### src/rtl/i2c_multi_addr_decoder_if.sv
// Bus-side signals of the multi-address I2C decoder: sampled SCL/SDA, control
// strobes from the START/STOP detector, and the decode result.
interface i2c_multi_addr_decoder_if;
    logic       SCL;
    logic       SCL_prev;
    logic       SDA;
    logic       enable;
    logic       start;
    logic       done;
    logic       selected;
    logic [2:0] match_idx;
    logic       rw;
    logic       gen_call;

    modport slave (
        input  SCL, SCL_prev, SDA, enable, start,
        output done, selected, match_idx, rw, gen_call
    );

    modport master (
        output SCL, SCL_prev, SDA, enable, start,
        input  done, selected, match_idx, rw, gen_call
    );
endinterface

### src/rtl/i2c_multi_addr_decoder.sv
// I2C slave address-phase decoder with NUM_ADDR programmable 7/10-bit slots,
// general call, R/W capture and the 10-bit repeated-start read header.
module i2c_multi_addr_decoder #(
    parameter int NUM_ADDR = 4,
    parameter bit GC_EN    = 1'b1
) (
    input  logic                     FPGA_clk,
    input  logic                     rst_n,
    i2c_multi_addr_decoder_if.slave  bus,
    input  logic [NUM_ADDR*10-1:0]   addr_list,
    input  logic [NUM_ADDR-1:0]      addr_is10,
    input  logic [NUM_ADDR-1:0]      slot_en
);

    typedef enum logic [1:0] {
        S_IDLE  = 2'd0,
        S_BYTE1 = 2'd1,
        S_BYTE2 = 2'd2,
        S_DONE  = 2'd3
    } state_t;

    function automatic logic [2:0] lowest_idx(input logic [7:0] mask);
        lowest_idx = 3'd0;
        for (int i = 7; i >= 0; i--) begin
            if (mask[i]) lowest_idx = 3'(i);
        end
    endfunction

    state_t              r_state;
    state_t              w_next_state;
    logic [2:0]          r_bit_cnt;
    logic [NUM_ADDR-1:0] r_alive;
    logic                r_gc_alive;
    logic                r_hdr10_armed;
    logic [2:0]          r_armed_idx;
    logic                r_done;
    logic                r_selected;
    logic [2:0]          r_match_idx;
    logic                r_rw;
    logic                r_gen_call;

    logic                w_strobe;
    logic                w_last;
    logic [2:0]          w_bit_pos;
    logic [7:0]          w_exp [NUM_ADDR];
    logic [NUM_ADDR-1:0] w_bit_ok;
    logic [NUM_ADDR-1:0] w_alive_upd;
    logic [NUM_ADDR-1:0] w_7b_alive;
    logic [NUM_ADDR-1:0] w_hdr_alive;
    logic [7:0]          w_hdr8;
    logic                w_gc_upd;
    logic                w_sel7;
    logic                w_selgc;
    logic                w_selrd;
    logic                w_go_b2;
    logic                w_early_miss;

    logic                w_done_n;
    logic                w_selected_n;
    logic [2:0]          w_match_idx_n;
    logic                w_rw_n;
    logic                w_gen_call_n;
    logic                w_armed_n;
    logic [2:0]          w_armed_idx_n;

    assign w_strobe  = bus.SCL & ~bus.SCL_prev;
    assign w_last    = (r_bit_cnt == 3'd7);
    assign w_bit_pos = 3'd7 - r_bit_cnt;

    // Per-slot expected byte: header/7-bit address in BYTE1, low address byte in BYTE2.
    // NOTE: every always_comb output gets a default before any branch so no latch is inferred.
    always_comb begin
        w_bit_ok = '0;
        for (int k = 0; k < NUM_ADDR; k++) begin
            if (r_state == S_BYTE2)
                w_exp[k] = addr_list[k*10 +: 8];
            else if (addr_is10[k])
                w_exp[k] = {5'b11110, addr_list[k*10+8 +: 2], 1'b0};
            else
                w_exp[k] = {addr_list[k*10 +: 7], 1'b0};
            // The R/W bit of BYTE1 never filters slots.
            w_bit_ok[k] = (w_exp[k][w_bit_pos] == bus.SDA) ||
                          ((r_state == S_BYTE1) && w_last);
        end
        w_alive_upd  = r_alive & w_bit_ok;
        w_gc_upd     = r_gc_alive & (~bus.SDA | w_last);
        w_7b_alive   = w_alive_upd & ~addr_is10;
        w_hdr_alive  = w_alive_upd & addr_is10;
        w_hdr8       = 8'(w_hdr_alive);
        w_sel7       = |w_7b_alive;
        w_selgc      = w_gc_upd & ~bus.SDA & ~w_sel7;
        w_go_b2      = ~w_sel7 & ~w_selgc & (|w_hdr_alive) & ~bus.SDA;
        w_selrd      = ~w_sel7 & bus.SDA & r_hdr10_armed & w_hdr8[r_armed_idx];
        w_early_miss = (w_alive_upd == '0) & ~w_gc_upd;
    end

    // State register.
    // NOTE: sequential state uses non-blocking assignments so all flops update together.
    always_ff @(posedge FPGA_clk or negedge rst_n) begin
        if (!rst_n) r_state <= S_IDLE;
        else        r_state <= w_next_state;
    end

    // Next-state logic.
    always_comb begin
        w_next_state = r_state;
        if (!bus.enable) begin
            w_next_state = S_IDLE;
        end else if (bus.start) begin
            w_next_state = S_BYTE1;
        end else if (w_strobe) begin
            case (r_state)
                S_BYTE1: begin
                    if (w_last)            w_next_state = w_go_b2 ? S_BYTE2 : S_DONE;
                    else if (w_early_miss) w_next_state = S_DONE;
                end
                S_BYTE2: begin
                    if (w_last || w_early_miss) w_next_state = S_DONE;
                end
                default: ;
            endcase
        end
    end

    // Next values of the registered decode result and the 10-bit read arm.
    always_comb begin
        w_done_n      = r_done;
        w_selected_n  = r_selected;
        w_match_idx_n = r_match_idx;
        w_rw_n        = r_rw;
        w_gen_call_n  = r_gen_call;
        w_armed_n     = r_hdr10_armed;
        w_armed_idx_n = r_armed_idx;
        if (!bus.enable) begin
            w_done_n      = 1'b0;
            w_selected_n  = 1'b0;
            w_match_idx_n = 3'd0;
            w_rw_n        = 1'b0;
            w_gen_call_n  = 1'b0;
            w_armed_n     = 1'b0;
            w_armed_idx_n = 3'd0;
        end else if (bus.start) begin
            w_done_n      = 1'b0;
            w_selected_n  = 1'b0;
            w_match_idx_n = 3'd0;
            w_rw_n        = 1'b0;
            w_gen_call_n  = 1'b0;
        end else if (w_strobe) begin
            case (r_state)
                S_BYTE1: begin
                    if (w_last) begin
                        // Any BYTE1 outcome other than the armed read re-selecting disarms.
                        w_armed_n = 1'b0;
                        w_done_n  = ~w_go_b2;
                        if (w_sel7) begin
                            w_selected_n  = 1'b1;
                            w_match_idx_n = lowest_idx(8'(w_7b_alive));
                            w_rw_n        = bus.SDA;
                        end else if (w_selgc) begin
                            w_selected_n  = 1'b1;
                            w_gen_call_n  = 1'b1;
                        end else if (w_selrd) begin
                            w_selected_n  = 1'b1;
                            w_match_idx_n = r_armed_idx;
                            w_rw_n        = 1'b1;
                            w_armed_n     = 1'b1;
                        end
                    end else if (w_early_miss) begin
                        w_done_n  = 1'b1;
                        w_armed_n = 1'b0;
                    end
                end
                S_BYTE2: begin
                    if (w_early_miss) begin
                        w_done_n = 1'b1;
                    end else if (w_last) begin
                        w_done_n      = 1'b1;
                        w_selected_n  = 1'b1;
                        w_match_idx_n = lowest_idx(w_hdr8);
                        w_rw_n        = 1'b0;
                        w_armed_n     = 1'b1;
                        w_armed_idx_n = lowest_idx(w_hdr8);
                    end
                end
                default: ;
            endcase
        end
    end

    always_ff @(posedge FPGA_clk or negedge rst_n) begin
        if (!rst_n) begin
            r_bit_cnt     <= 3'd0;
            r_alive       <= '0;
            r_gc_alive    <= 1'b0;
            r_hdr10_armed <= 1'b0;
            r_armed_idx   <= 3'd0;
            r_done        <= 1'b0;
            r_selected    <= 1'b0;
            r_match_idx   <= 3'd0;
            r_rw          <= 1'b0;
            r_gen_call    <= 1'b0;
        end else begin
            r_hdr10_armed <= w_armed_n;
            r_armed_idx   <= w_armed_idx_n;
            r_done        <= w_done_n;
            r_selected    <= w_selected_n;
            r_match_idx   <= w_match_idx_n;
            r_rw          <= w_rw_n;
            r_gen_call    <= w_gen_call_n;
            if (!bus.enable) begin
                r_bit_cnt  <= 3'd0;
                r_alive    <= '0;
                r_gc_alive <= 1'b0;
            end else if (bus.start) begin
                r_bit_cnt  <= 3'd0;
                r_alive    <= slot_en;
                r_gc_alive <= GC_EN;
            end else if (w_strobe && (r_state == S_BYTE1 || r_state == S_BYTE2)) begin
                // Counter wraps to 0 on the BYTE1->BYTE2 hand-over.
                r_bit_cnt  <= r_bit_cnt + 3'd1;
                r_alive    <= w_alive_upd;
                r_gc_alive <= (r_state == S_BYTE1 && !w_last) ? w_gc_upd : 1'b0;
            end
        end
    end

    assign bus.done      = r_done;
    assign bus.selected  = r_selected;
    assign bus.match_idx = r_match_idx;
    assign bus.rw        = r_rw;
    assign bus.gen_call  = r_gen_call;

endmodule
### src/flat_wrapper.sv
// flat-port wrapper written by rule: the top's interface ports become plain ports
module i2c_multi_addr_decoder_flat 
#(
    parameter int NUM_ADDR = 4,
    parameter bit GC_EN    = 1'b1
)
  (FPGA_clk, rst_n, addr_list, addr_is10, slot_en, bus_SCL, bus_SCL_prev, bus_SDA, bus_enable, bus_start, bus_done, bus_selected, bus_match_idx, bus_rw, bus_gen_call);
  i2c_multi_addr_decoder_if bus_i ();
  input  logic FPGA_clk;
  input  logic rst_n;
  input  logic [NUM_ADDR*10-1:0] addr_list;
  input  logic [NUM_ADDR-1:0] addr_is10;
  input  logic [NUM_ADDR-1:0] slot_en;
  input wire logic [$bits(bus_i.SCL)-1:0] bus_SCL;
  input wire logic [$bits(bus_i.SCL_prev)-1:0] bus_SCL_prev;
  input wire logic [$bits(bus_i.SDA)-1:0] bus_SDA;
  input wire logic [$bits(bus_i.enable)-1:0] bus_enable;
  input wire logic [$bits(bus_i.start)-1:0] bus_start;
  output wire logic [$bits(bus_i.done)-1:0] bus_done;
  output wire logic [$bits(bus_i.selected)-1:0] bus_selected;
  output wire logic [$bits(bus_i.match_idx)-1:0] bus_match_idx;
  output wire logic [$bits(bus_i.rw)-1:0] bus_rw;
  output wire logic [$bits(bus_i.gen_call)-1:0] bus_gen_call;
  assign bus_i.SCL = bus_SCL;
  assign bus_i.SCL_prev = bus_SCL_prev;
  assign bus_i.SDA = bus_SDA;
  assign bus_i.enable = bus_enable;
  assign bus_i.start = bus_start;
  assign bus_done = bus_i.done;
  assign bus_selected = bus_i.selected;
  assign bus_match_idx = bus_i.match_idx;
  assign bus_rw = bus_i.rw;
  assign bus_gen_call = bus_i.gen_call;
  i2c_multi_addr_decoder #(.NUM_ADDR(NUM_ADDR), .GC_EN(GC_EN)) u_core (.FPGA_clk(FPGA_clk), .rst_n(rst_n), .bus(bus_i), .addr_list(addr_list), .addr_is10(addr_is10), .slot_en(slot_en));
endmodule
### config.mk
export PLATFORM = sky130hd
export DESIGN_NAME = i2c_multi_addr_decoder_flat
export DESIGN_NICKNAME = d
export VERILOG_FILES = /design/src/rtl/i2c_multi_addr_decoder_if.sv /design/src/rtl/i2c_multi_addr_decoder.sv /design/src/flat_wrapper.sv
export SDC_FILE = /design/constraint.sdc
export NUM_CORES = 1
export LEC_CHECK = 0
export CAP_MARGIN = 10
export CORE_MARGIN = 3
export CORE_UTILIZATION = 30
export DETAILED_ROUTE_END_ITERATION = 16
export MAX_ROUTING_LAYER = met4
export PLACE_DENSITY = 0.61
export SYNTH_ARGS = -nofsm -noshare
export SYNTH_HDL_FRONTEND = slang
export SYNTH_SLANG_ARGS = --single-unit
### constraint.sdc
create_clock -name FPGA_clk -period 6.05 [get_ports FPGA_clk]
set_input_delay 1.5125 -clock FPGA_clk [delete_from_list [all_inputs] [get_ports FPGA_clk]]
set_output_delay 1.5125 -clock FPGA_clk [all_outputs]
set_load 0.05 [all_outputs]
# ---- Word-level counts from Yosys, hierarchy flattened
# Index checks and enable logic that the tools add are counted.
dict set report word_totals {
  regBits 21
  inputBits 55
  out_inout_bits 7
  wordCells 189
}
dict set report classes {
  n_addsub 2
  magnitude_cmp 2
  n_eq_ne 32
  mux 100
  bitwise 22
  n_reduce_logical 20
}
# operator n
set ops {}
lappend ops {{8-bit 2-to-1 mux} 8}
lappend ops {{3-bit 2-to-1 mux} 17}
lappend ops {{1-bit 2-to-1 mux} 48}
lappend ops {{2-bit 2-to-1 mux} 13}
lappend ops {{3-bit by 1-bit != test with 1-bit output (second input constant)} 6}
lappend ops {{1-bit binary-select mux with 3-bit select} 5}
lappend ops {{5-bit by 3-bit != test with 1-bit output (second input constant)} 3}
lappend ops {{4-bit AND} 3}
lappend ops {{4-bit 2-to-1 mux} 3}
lappend ops {{6-bit AND reduction} 2}
lappend ops {{1-bit AND} 11}
lappend ops {{5-bit AND reduction} 2}
lappend ops {{3-bit by 4-bit < comparator with 1-bit output (second input constant)} 2}
lappend ops {{4-bit by 3-bit != test with 1-bit output (second input constant)} 2}
lappend ops {{4-bit != test (second input constant)} 2}
lappend ops {{1-bit case mux with 2 select lines} 4}
lappend ops {{4-bit AND reduction} 2}
lappend ops {{4-bit OR reduction} 2}
lappend ops {{7-bit AND reduction} 1}
lappend ops {{1-bit logical OR} 6}
lappend ops {{2-bit by 1-bit != test with 1-bit output (second input constant)} 3}
lappend ops {{3-bit != test (second input constant)} 2}
lappend ops {{6-bit by 3-bit != test with 1-bit output (second input constant)} 1}
lappend ops {{1-bit NOT} 6}
lappend ops {{18 further kinds} 24}

# ---- Logic depth before layout (Yosys ltp)
# Gate-level depths: netlist of run 1.
dict set report depth {
  word_depth 21
  depth_mapped 13
  mapped_depth_nobuf 11
}

# ---- Least setup slack after synthesis of run 1
# Ideal clock, no wire load.
dict set report synth_path {
  path_kind {input to register}
  start {in addr_is10[1]}
  end {reg u_core.r_match_idx[1], in the netlist u_core.bus.match_idx[1]}
  setup_time_ns 0.128
  arrival_time_ns 3.896
  required_time_ns 5.922
  slack_ns 2.026
  stages 10
  path_buffers 1
  cell_sequence {buf_6 > mux2_1 > a221oi_1 > a221oi_1 > o21a_1 > o31a_1 > a2111oi_4 > nand4_2 > a21oi_1 > mux2_1}
}
dict set report synth_via {
  elab_chain_cells 16
}
# element line_no
set synth_rtl {}
lappend synth_rtl {{start: declaration} flat_wrapper.sv:12} ;# input logic [NUM_ADDR-1:0] addr_is10;
lappend synth_rtl {{8-bit 2-to-1 mux} i2c_multi_addr_decoder.sv:77} ;# else if (addr_is10[k])
lappend synth_rtl {{8-bit 2-to-1 mux} i2c_multi_addr_decoder.sv:75} ;# if (r_state == S_BYTE2)
lappend synth_rtl {{1-bit binary-select mux with 3-bit select} i2c_multi_addr_decoder.sv:82} ;# w_bit_ok[k] = (w_exp[k][w_bit_pos] == bus.SDA) ||
lappend synth_rtl {{1-bit 2-to-1 mux (not written as such)} i2c_multi_addr_decoder.sv:82}
lappend synth_rtl {{1-bit == test} i2c_multi_addr_decoder.sv:82}
lappend synth_rtl {{1-bit logical OR} i2c_multi_addr_decoder.sv:82}
lappend synth_rtl {{4-bit AND} i2c_multi_addr_decoder.sv:85} ;# w_alive_upd = r_alive & w_bit_ok;
lappend synth_rtl {{4-bit AND (on tied branches)} {i2c_multi_addr_decoder.sv:88, i2c_multi_addr_decoder.sv:87}}
lappend synth_rtl {{2-bit 2-to-1 mux} i2c_multi_addr_decoder.sv:25} ;# if (mask[i]) lowest_idx = 3'(i);
lappend synth_rtl {{3-bit 2-to-1 mux or 2-bit 2-to-1 mux (tied branches)} i2c_multi_addr_decoder.sv:25}
lappend synth_rtl {{3-bit 2-to-1 mux (on tied branches)} {i2c_multi_addr_decoder.sv:176, i2c_multi_addr_decoder.sv:155}}
lappend synth_rtl {{3-bit 2-to-1 mux (on tied branches)} {i2c_multi_addr_decoder.sv:174, i2c_multi_addr_decoder.sv:151}}
lappend synth_rtl {{3-bit case mux with 2 select lines} i2c_multi_addr_decoder.sv:149} ;# case (r_state)
lappend synth_rtl {{3-bit 2-to-1 mux} i2c_multi_addr_decoder.sv:148} ;# end else if (w_strobe) begin
lappend synth_rtl {{3-bit 2-to-1 mux} i2c_multi_addr_decoder.sv:142} ;# end else if (bus.start) begin
lappend synth_rtl {{3-bit 2-to-1 mux} i2c_multi_addr_decoder.sv:134} ;# if (!bus.enable) begin
lappend synth_rtl {{end signal: assignment} i2c_multi_addr_decoder.sv:207} ;# r_match_idx <= w_match_idx_n;
lappend synth_rtl {{end: declaration} i2c_multi_addr_decoder.sv:38} ;# logic [2:0] r_match_idx;
# Parallel ways exist; a longest one is shown, timed or not. The select of a mux whose other input is x is not followed.
# A chain may end at the register's enable or synchronous reset.

# ---- Final worst setup path of run 1
# Same ends and word-level chain as after synthesis.

==> results.ini, run 1 <==
[placement]
portBuffers = 60
dp.final_hpwl_um = 5430
dp.cells = 402
place_congestion = 0.894
post-place-ws_ns = 1.20

[global_route]
grt_antenna_before_repair = 0
overflow = 0
grt_max_degree = 22
grt_pass1_wl_um = 11800
grt_pass1_vias = 2331
grt.total_usage_pct = 17.9

[sta]
period_needed_ns = 4.57
fin_tns_setup_ns = 0
rsz0062_at_grt = false
setup_violations = 0
hold_viol = 0
slew_headroom_pct = 36.3
layout_setup_ws_ns = 1.48
max_freq_mhz = 219
worst_pin_slew_ns = 0.955
fin_skew_ns = 0.00207
period_share_pct = 75.6
finalMaxSlewViolations = 0

[route]
drtIter0Drc = 155
avgRoutedWirePerCell_um = 17.3
via_per_inst = 5.58
routed_wirelength_um = 7040
drc = 0
drt_first_pass_iters = 4
vias = 2264
ant_nets = 0

[job]
drv_cap = 0

[cts]
clockBufferDepth = 2
hold_buffers = 0
cts_made_buffers = 3
cts_setup_buffers = 0
cts_resized = 0
clock_latency_ns = 0.26
cts-root-buf = clkbuf_8
clkSinkCount = 19
h-tree-depth = 1
cts_tree = done
clk_pin_slew_ns = 0.07

[die]
start_util_pct = 31.2
num_rows = 30
die_area_sq_um = 8200
die_x_um = 90.6
coreArea_sq_um = 6870
ios = 62
die_h_um = 90.6

[yosys]
yosysWarnings = 0
synth_edf_count = 0
async_flop_share_pct = 100
synth-main-ff-cell = dfrtp_1
synth_seq_cells = 19
syn_inst = 262
synth_area_sq_um = 2140
synth.avg_cell_area_sq_um = 8.19
syn_nets = 322
synth.distinct_cells = 64
ys_seq_area_share_pct = 22.2

[worst_setup_path]
worstPathArrival_ns = 4.72
cp-start-kind = input port
critical_path_class = input port to flop
end_kind = flop
critPathMaxFanout = 8
crit_required_ns = 6.19

[power_and_ir_drop]
ir_drop_mv = 0.0853
finalPower_mw = 0.340
p_leak_nw = 1.05
power_density_nw_per_um2 = 121

[final_layout]
ff_latch_area_sq_um = 475
nFillCells = 729
final_nets = 371
drive_gt1_share_pct = 7.10
final_util_pct = 40.8
num_antenna_cells = 0
final_cells = 406
area_growth_pct = 30.7
multi_input_area_sq_um = 1510

[worst_hold_path]
hold_class = flop to flop

[status]
status = completed

==> per-stage QoR <==
step / hold WS (ns) / area [sq um]
floorplan: 0.518 / 2140
global placement: 0.514 / 2760
detailed placement: 0.497 / 2760
CTS: 0.516 / 2800
global route: 0.569 / 2800
finish: 0.507 / 2800
==> flip-flops by register name (all words and copies together), names as in the netlist <==
| register | cells |
|---|---|
| u_core.r_hdr10_armed | 1 |
| u_core.r_gc_alive | 1 |
| u_core.bus.gen_call | 1 |
| u_core.r_alive | 4 |
| u_core.r_armed_idx | 2 |
| u_core.bus.selected | 1 |
| u_core.bus.match_idx | 2 |
| u_core.bus.rw | 1 |
| u_core.bus.done | 1 |
| u_core.r_state | 2 |
| u_core.r_bit_cnt | 3 |
==> critical path, cell delays in order <==
cell and delay, ns:
clkdlybuf4s50_1 0.67, mux2_1 0.36, a221oi_1 0.27, a221oi_1 0.16, o21a_1 0.23, o31a_1 0.31
a2111oi_4 0.49, nand4_2 0.20, a21oi_1 0.19, mux2_1 0.33
==> synth_stat cells (all sizes together) (3+ instances only) <==
cell type,n,area [sq um]
o21ai,18,90.1
o21a,3,22.5
o31ai,4,30.0
and3,4,25.0
or3,4,30.0
dfrtp,19,475
inv,13,48.8
nand3,9,45.0
clkbuf,5,18.8
mux2,14,158
buf,11,88.8
and2,3,18.8
nor2b,5,31.3
nand4,3,25.0
o311ai,3,26.3
mux2i,11,114
ha,5,62.6
a221oi,7,80.1
nor3,7,35.0
nor2,23,86.3
a22o,3,26.3
nand2,25,93.8
a32oi,3,26.3
a21oi,18,90.1
==> layout by cell type (no fill, tap or decap), types with 3 or more instances in the layout <==
cell | synthesis | final
clkdlybuf4s50_1 | 0 | 60
a22o_1 | 3 | 3
o31ai_1 | 4 | 4
a32oi_1 | 3 | 3
mux2i_1 | 10 | 10
nand3_1 | 9 | 9
nor3_1 | 7 | 7
mux2_2 | 8 | 8
a221oi_2 | 3 | 3
o21ai_1 | 3 | 3
nor2b_1 | 5 | 5
nor2_1 | 23 | 23
inv_1 | 13 | 13
o21ai_0 | 15 | 15
ha_1 | 5 | 5
and2_1 | 3 | 3
a21oi_1 | 18 | 18
dfrtp_1 | 19 | 19
clkbuf_8 | 0 | 3
or3_1 | 3 | 3
mux2_1 | 6 | 6
a221oi_1 | 4 | 4
o21a_1 | 3 | 3
and3_1 | 4 | 4
nand2_1 | 25 | 25
==> where the power goes <==
| part | internal (mW) | switching [mW] | leakage, nW |
|---|---|---|---|
| Sequential | 0.131 | 0.00473 | 0.259 |
| Clock | 0.0458 | 0.0445 | 0.0255 |
| Combinational | 0.0578 | 0.0558 | 0.762 |
| Total | 0.235 | 0.105 | 1.05 |
==> layer usage <==
metal,track usage (%),part of all wire [%],up-vias
li1,-,-,1090
met1,24.4,48,1054
met2,27.4,44,105
met3,2.67,5.7,15
met4,5.36,1.8,0
met5,-,0,-
==> area by class of cell <==
cell class	count	area share (%)
Timing Repair Buffer	60	21.4
Sequential cell	19	17.0
Multi-Input combinational cell	214	53.9
Clock inverter	1	0.178
Clock buffer	3	1.47
Tap cell	96	4.28
Inverter	13	1.74
==> path summary, 6_finish.rpt <==
check                                                start                                  end  slack [ns]  cells past startpoint
min in group asynchronous                            rst_n          u_core.bus.done$_DFFE_PN0P_        1.77                      1
min                        u_core.bus.gen_call$_DFFE_PN0P_      u_core.bus.gen_call$_DFFE_PN0P_        0.51                      2
min reg2reg                u_core.bus.gen_call$_DFFE_PN0P_      u_core.bus.gen_call$_DFFE_PN0P_        0.51                      2
max                                           addr_is10[1]  u_core.bus.match_idx[1]$_DFFE_PN0P_        1.48                     10
max reg2reg                  u_core.r_state[0]$_DFFE_PN0P_  u_core.bus.match_idx[1]$_DFFE_PN0P_        1.91                     11
max in group asynchronous                            rst_n     u_core.r_hdr10_armed$_DFFE_PN0P_        3.72                      1
==> cells by family (layout without fill, tap and decap cells) <==
group	after synthesis	count (layout)	share of synthesized area (%)
and+or+nand+nor	95	95	22.8
AOI/OAI and AO/OA	86	86	31.2
buffers and inverters	29	77	7.29
muxes	25	25	12.7
DFF	19	19	22.2
adders and majority gates	5	5	2.92
xor gates and xnor gates	2	2	0.817
other	1	1	0.175
(Power assumes the default switching activity.)
==> run 2, diff against run 1 <==
==> constraint.sdc (replaced) <==
create_clock -name FPGA_clk -period 4.5 [get_ports FPGA_clk]
set_input_delay 1.125 -clock FPGA_clk [delete_from_list [all_inputs] [get_ports FPGA_clk]]
set_output_delay 1.125 -clock FPGA_clk [all_outputs]
set_load 0.05 [all_outputs]
==> results.ini, run 2 (synthesized netlist as in run 1, its figures left out) <==
[status]
status = completed

[cts]
cts-root-buf = clkbuf_8
h-tree-depth = 1
clk_pin_slew_ns = 0.07
hold_buffers = 0
clockBufferDepth = 2
cts_setup_buffers = 0
cts_resized = 0
clock_latency_ns = 0.26
cts_tree = done
clkSinkCount = 19
cts_made_buffers = 3

[worst_setup_path]
end_kind = flop
r2r_end = u_core.bus.match_idx[1]$_DFFE_PN0P_
crit_required_ns = 4.64
cp_top_family = compound AO/OA/AOI/OAI gates
critical_path_cell_count = 10
cp-start-kind = input port
critical_path_class = input port to flop
critPathMaxFanout = 4
setup.worst_path.end = u_core.bus.match_idx[1]$_DFFE_PN0P_
worstPathArrival_ns = 4.13
crit_buf_inv = 1
cp_cell_sequence = clkdlybuf4s50_1, mux2_1, a221oi_1, a221oi_1, o21a_1, o31a_1, a2111oi_4, nand4_2, a21oi_1, mux2_1
critPathLaunch = addr_is10[1]
cp_slowest_stage_delay_ns = 0.49
rr_worst_depth = 12
cpMaxStageDelayCell = clkdlybuf4s50_1
r2r-start = u_core.r_state[0]$_DFFE_PN0P_
r2r_slack_ns = 0.80

[placement]
place_congestion = 0.956
dp.final_hpwl_um = 5420
post-place-ws_ns = 0.230
portBuffers = 60
place_area_sq_um = 2830

[power_and_ir_drop]
seqPwrFrac_pct = 39.8
switchingPower_mw = 0.139
swShare_pct = 30.4
ir_drop_mv = 0.125
power_density_nw_per_um2 = 160
combPwrFrac_pct = 34.1
pwr-share-clk_pct = 26.1
p_int_mw = 0.319
p_leak_nw = 1.09

[final_layout]
final_nets = 380
num_antenna_cells = 0
top_regs = u_core.r_alive x4, u_core.r_bit_cnt x3
final_common_cell = clkdlybuf4s50_1
regMostFlops = u_core.r_alive
final_area_sq_um = 2870
largest_reg_flops = 4
drive_gt1_share_pct = 9.72
layout_common_cells = clkdlybuf4s50_1 (60), nand2_1 (25), nor2_1 (23)
area_growth_pct = 33.9

[die]
die_x_um = 90.6
num_rows = 30
die_h_um = 90.6
start_util_pct = 31.2
coreArea_sq_um = 6870
ios = 62
die_area_sq_um = 8200

[global_route]
overflow = 0
grt.total_usage_pct = 17.4
grt_antenna_before_repair = 0
grt_max_degree = 21
grt_pass1_vias = 2278
grt_pass1_wl_um = 11500

[route]
via_per_inst = 5.43
drc = 0
vias = 2253
drt_first_pass_iters = 4
ant_nets = 0
drtIter0Drc = 132
routed_wirelength_um = 6880
avgRoutedWirePerCell_um = 16.6

[sta]
hold_viol = 0
worst_pin_slew_ns = 0.894
fin_tns_setup_ns = 0
setup_violations = 0
period_needed_ns = 3.99
period_share_pct = 88.7
slew_headroom_pct = 40.2
rsz0062_at_grt = false
layout_setup_ws_ns = 0.509
max_freq_mhz = 251
finalMaxSlewViolations = 0
fin_skew_ns = 0.00562

[worst_hold_path]
hold_class = flop to flop

[job]
drv_cap = 0

## run 2: cell types whose count changed in the layout (fill, tap and decap cells not counted), sizes merged
| cell | change |
|---|---|
| buf | +9 |
## run 2: worst min path at each step
| stage | start | endpoint | slack (ns) | cells after the start |
|---|---|---|---|---|
| 6_report | u_core.bus.selected$_DFFE_PN0P_ | u_core.bus.selected$_DFFE_PN0P_ | 0.52 | 2 |
| 5_1_grt | u_core.bus.selected$_DFFE_PN0P_ | u_core.bus.selected$_DFFE_PN0P_ | 0.57 | 2 |
| 4_1_cts | u_core.bus.selected$_DFFE_PN0P_ | u_core.bus.selected$_DFFE_PN0P_ | 0.53 | 2 |
| 3_5_place_dp | u_core.bus.selected$_DFFE_PN0P_ | u_core.bus.selected$_DFFE_PN0P_ | 0.51 | 2 |
| 3_3_place_gp | u_core.bus.selected$_DFFE_PN0P_ | u_core.bus.selected$_DFFE_PN0P_ | 0.51 | 2 |
| 2_1_floorplan | u_core.r_state[1]$_DFFE_PN0P_ | u_core.r_state[1]$_DFFE_PN0P_ | 0.52 | 2 |
## run 2: layout make-up
type | count | area, sq um
Sequential cell | 19 | 475
Fill cell | 716 | 4000
Clock inverter | 1 | 5.00
Timing Repair Buffer | 69 | 668
Inverter | 13 | 48.8
Multi-Input combinational cell | 214 | 1510
Clock buffer | 3 | 41.3
Tap cell | 96 | 120
## run 2: per-stage QoR
step | total power [mW] | cells | hold slack (ns) | util, %
finish | 0.458 | 415 | 0.524 | 41.8
global route | 0.487 | 415 | 0.574 | 41.8
CTS | 0.464 | 415 | 0.528 | 41.8
detailed placement | 0.340 | 411 | 0.513 | 41.1
global placement | 0.340 | 411 | 0.513 | 41.1
floorplan | 0.264 | 262 | 0.518 | -
## run 2: metal layers
layer / track usage [%] / share of wire (%)
met1: 23.4 / 49
met2: 27.4 / 44
met3: 2.08 / 5.5
met4: 5.23 / 1.7
met5: - / 0
## run 2: power groups by stage
stage | logic, mW | clock network [mW] | registers (mW)
2_1_floorplan | 0.0779 | 0 | 0.186
3_3_place_gp | 0.154 | 0 | 0.185
3_5_place_dp | 0.155 | 0 | 0.186
4_1_cts | 0.156 | 0.126 | 0.182
5_1_grt | 0.170 | 0.133 | 0.183
6_report | 0.156 | 0.119 | 0.183
## run 2: tightest hold or removal path: stages (launching register included)
cell and delay, ns:
dfrtp_1 0.38, inv_1 0.05, a21oi_1 0.05
==> run 3, diff against run 2 <==
--- a/config.mk
+++ b/config.mk
@@ -6,7 +6,7 @@
 export NUM_CORES = 1
 export LEC_CHECK = 0
 export CAP_MARGIN = 10
-export CORE_MARGIN = 3
+export CORE_MARGIN = 2
 export CORE_UTILIZATION = 30
 export DETAILED_ROUTE_END_ITERATION = 16
 export MAX_ROUTING_LAYER = met4
==> results.ini, run 3 (synthesized netlist as in run 1, its figures left out) <==
[sta]
setup_violations = 0
slew_headroom_pct = 41.1
period_needed_ns = 4.08
fin_skew_ns = 0.00186
period_share_pct = 90.7
finalMaxSlewViolations = 0
hold_viol = 0
max_freq_mhz = 245
fin_tns_setup_ns = 0
worst_pin_slew_ns = 0.881
rsz0062_at_grt = false

[die]
num_rows = 30
ios = 62
start_util_pct = 31.2
die_h_um = 88.6
die_x_um = 88.6
coreArea_sq_um = 6870
die_area_sq_um = 7840

[final_layout]
area_growth_pct = 33.8
final_nets = 380
final_common_cell = clkdlybuf4s50_1
final_util_pct = 41.8
layout_common_cells = clkdlybuf4s50_1 (60), nand2_1 (25), nor2_1 (23)
nFillCells = 713
num_antenna_cells = 0
drive_gt1_share_pct = 9.40
largest_reg_flops = 4
regMostFlops = u_core.r_alive
top_regs = u_core.r_alive x4, u_core.r_bit_cnt x3

[worst_setup_path]
crit_required_ns = 4.65
worstPathArrival_ns = 4.23
end_kind = flop
critical_path_class = input port to flop
cp-start-kind = input port
critPathMaxFanout = 4

[cts]
cts_tree = done
cts_resized = 0
clock_latency_ns = 0.26
cts_made_buffers = 3
h-tree-depth = 1
cts_setup_buffers = 0
hold_buffers = 0
cts-root-buf = clkbuf_8
clk_pin_slew_ns = 0.07
clockBufferDepth = 2
clkSinkCount = 19

[placement]
portBuffers = 60
dp.final_hpwl_um = 5430
place_congestion = 0.924

[global_route]
grt_pass1_vias = 2241
grt_pass1_wl_um = 10900
overflow = 0
grt_max_degree = 21
grt_antenna_before_repair = 0
grt.total_usage_pct = 18.1

[power_and_ir_drop]
p_int_mw = 0.321
power_density_nw_per_um2 = 161
pwr-share-clk_pct = 26.6
combPwrFrac_pct = 33.9
ir_drop_mv = 0.0841
seqPwrFrac_pct = 39.5
switchingPower_mw = 0.141
p_leak_nw = 1.09
swShare_pct = 30.6

[route]
avgRoutedWirePerCell_um = 16.6
drtIter0Drc = 171
vias = 2335
ant_nets = 0
drc = 0
drt_first_pass_iters = 4
routed_wirelength_um = 6880
via_per_inst = 5.63

[status]
status = completed

[worst_hold_path]
hold_class = flop to flop

[job]
drv_cap = 0

run 3: cell types whose count changed in the layout (fill, tap and decap cells not counted):
cell	delta
clkinv_2	-1
clkbuf_1	+1
run 3: final timing paths:
| path | slack [ns] | depth (start not counted) | start | endpoint |
|---|---|---|---|---|
| setup / recovery | 0.42 | 10 | addr_is10[0] | u_core.bus.match_idx[1]$_DFFE_PN0P_ |
| hold / removal | 0.52 | 2 | u_core.bus.selected$_DFFE_PN0P_ | u_core.bus.selected$_DFFE_PN0P_ |
| setup reg to reg | 0.61 | 11 | u_core.r_state[0]$_DFFE_PN0P_ | u_core.bus.match_idx[1]$_DFFE_PN0P_ |
| hold reg to reg | 0.52 | 2 | u_core.bus.selected$_DFFE_PN0P_ | u_core.bus.selected$_DFFE_PN0P_ |
| max in group asynchronous | 2.60 | 1 | rst_n | u_core.r_hdr10_armed$_DFFE_PN0P_ |
| min in group asynchronous | 1.36 | 1 | rst_n | u_core.bus.selected$_DFFE_PN0P_ |
run 3: power groups by stage:
stage                     Combinational [mW]  Clock [mW]  Sequential (mW)
after CTS                              0.156       0.125            0.182
final                                  0.157       0.123            0.182
after global routing                   0.170       0.136            0.183
after detailed placement               0.155           0            0.186
after floorplan                       0.0779           0            0.186
after global placement                 0.154           0            0.185
run 3: layer usage:
metal / track usage, % / part of all wire, % / vias up
li1: - / - / 1113
met1: 24.6 / 47 / 1111
met2: 28.8 / 44 / 102
met3: 1.68 / 7.2 / 9
met4: 5.10 / 1.3 / 0
met5: - / 0 / -
run 3: stage by stage:
stage	instance area, sq um	total power [mW]	hold WS (ns)	cells	worst slack [ns]
floorplan	2140	0.264	0.518	262	0.863
global placement	2830	0.339	0.517	411	0.218
global route	2870	0.490	0.583	415	0.220
detailed placement	2830	0.340	0.514	411	0.188
finish	2870	0.462	0.521	415	0.420
CTS	2870	0.464	0.530	415	0.453
run 3: critical path, stage by stage:
cell and delay, ns:
clkdlybuf4s50_1 0.49, mux2_2 0.33, a221oi_1 0.28, a221oi_1 0.16, o21a_1 0.25, o311ai_1 0.57, o41a_1 0.30, nand4_2 0.16
a21oi_1 0.22, mux2_1 0.34
run 3: layout make-up:
class / instances / area (sq um) / area share (%)
inverter: 13 / 48.8 / 1.70
tap: 96 / 120 / 4.18
timing repair buffer: 69 / 668 / 23.3
clock buffer: 4 / 45.0 / 1.57
sequential: 19 / 475 / 16.6
multi-input combinational: 214 / 1510 / 52.7
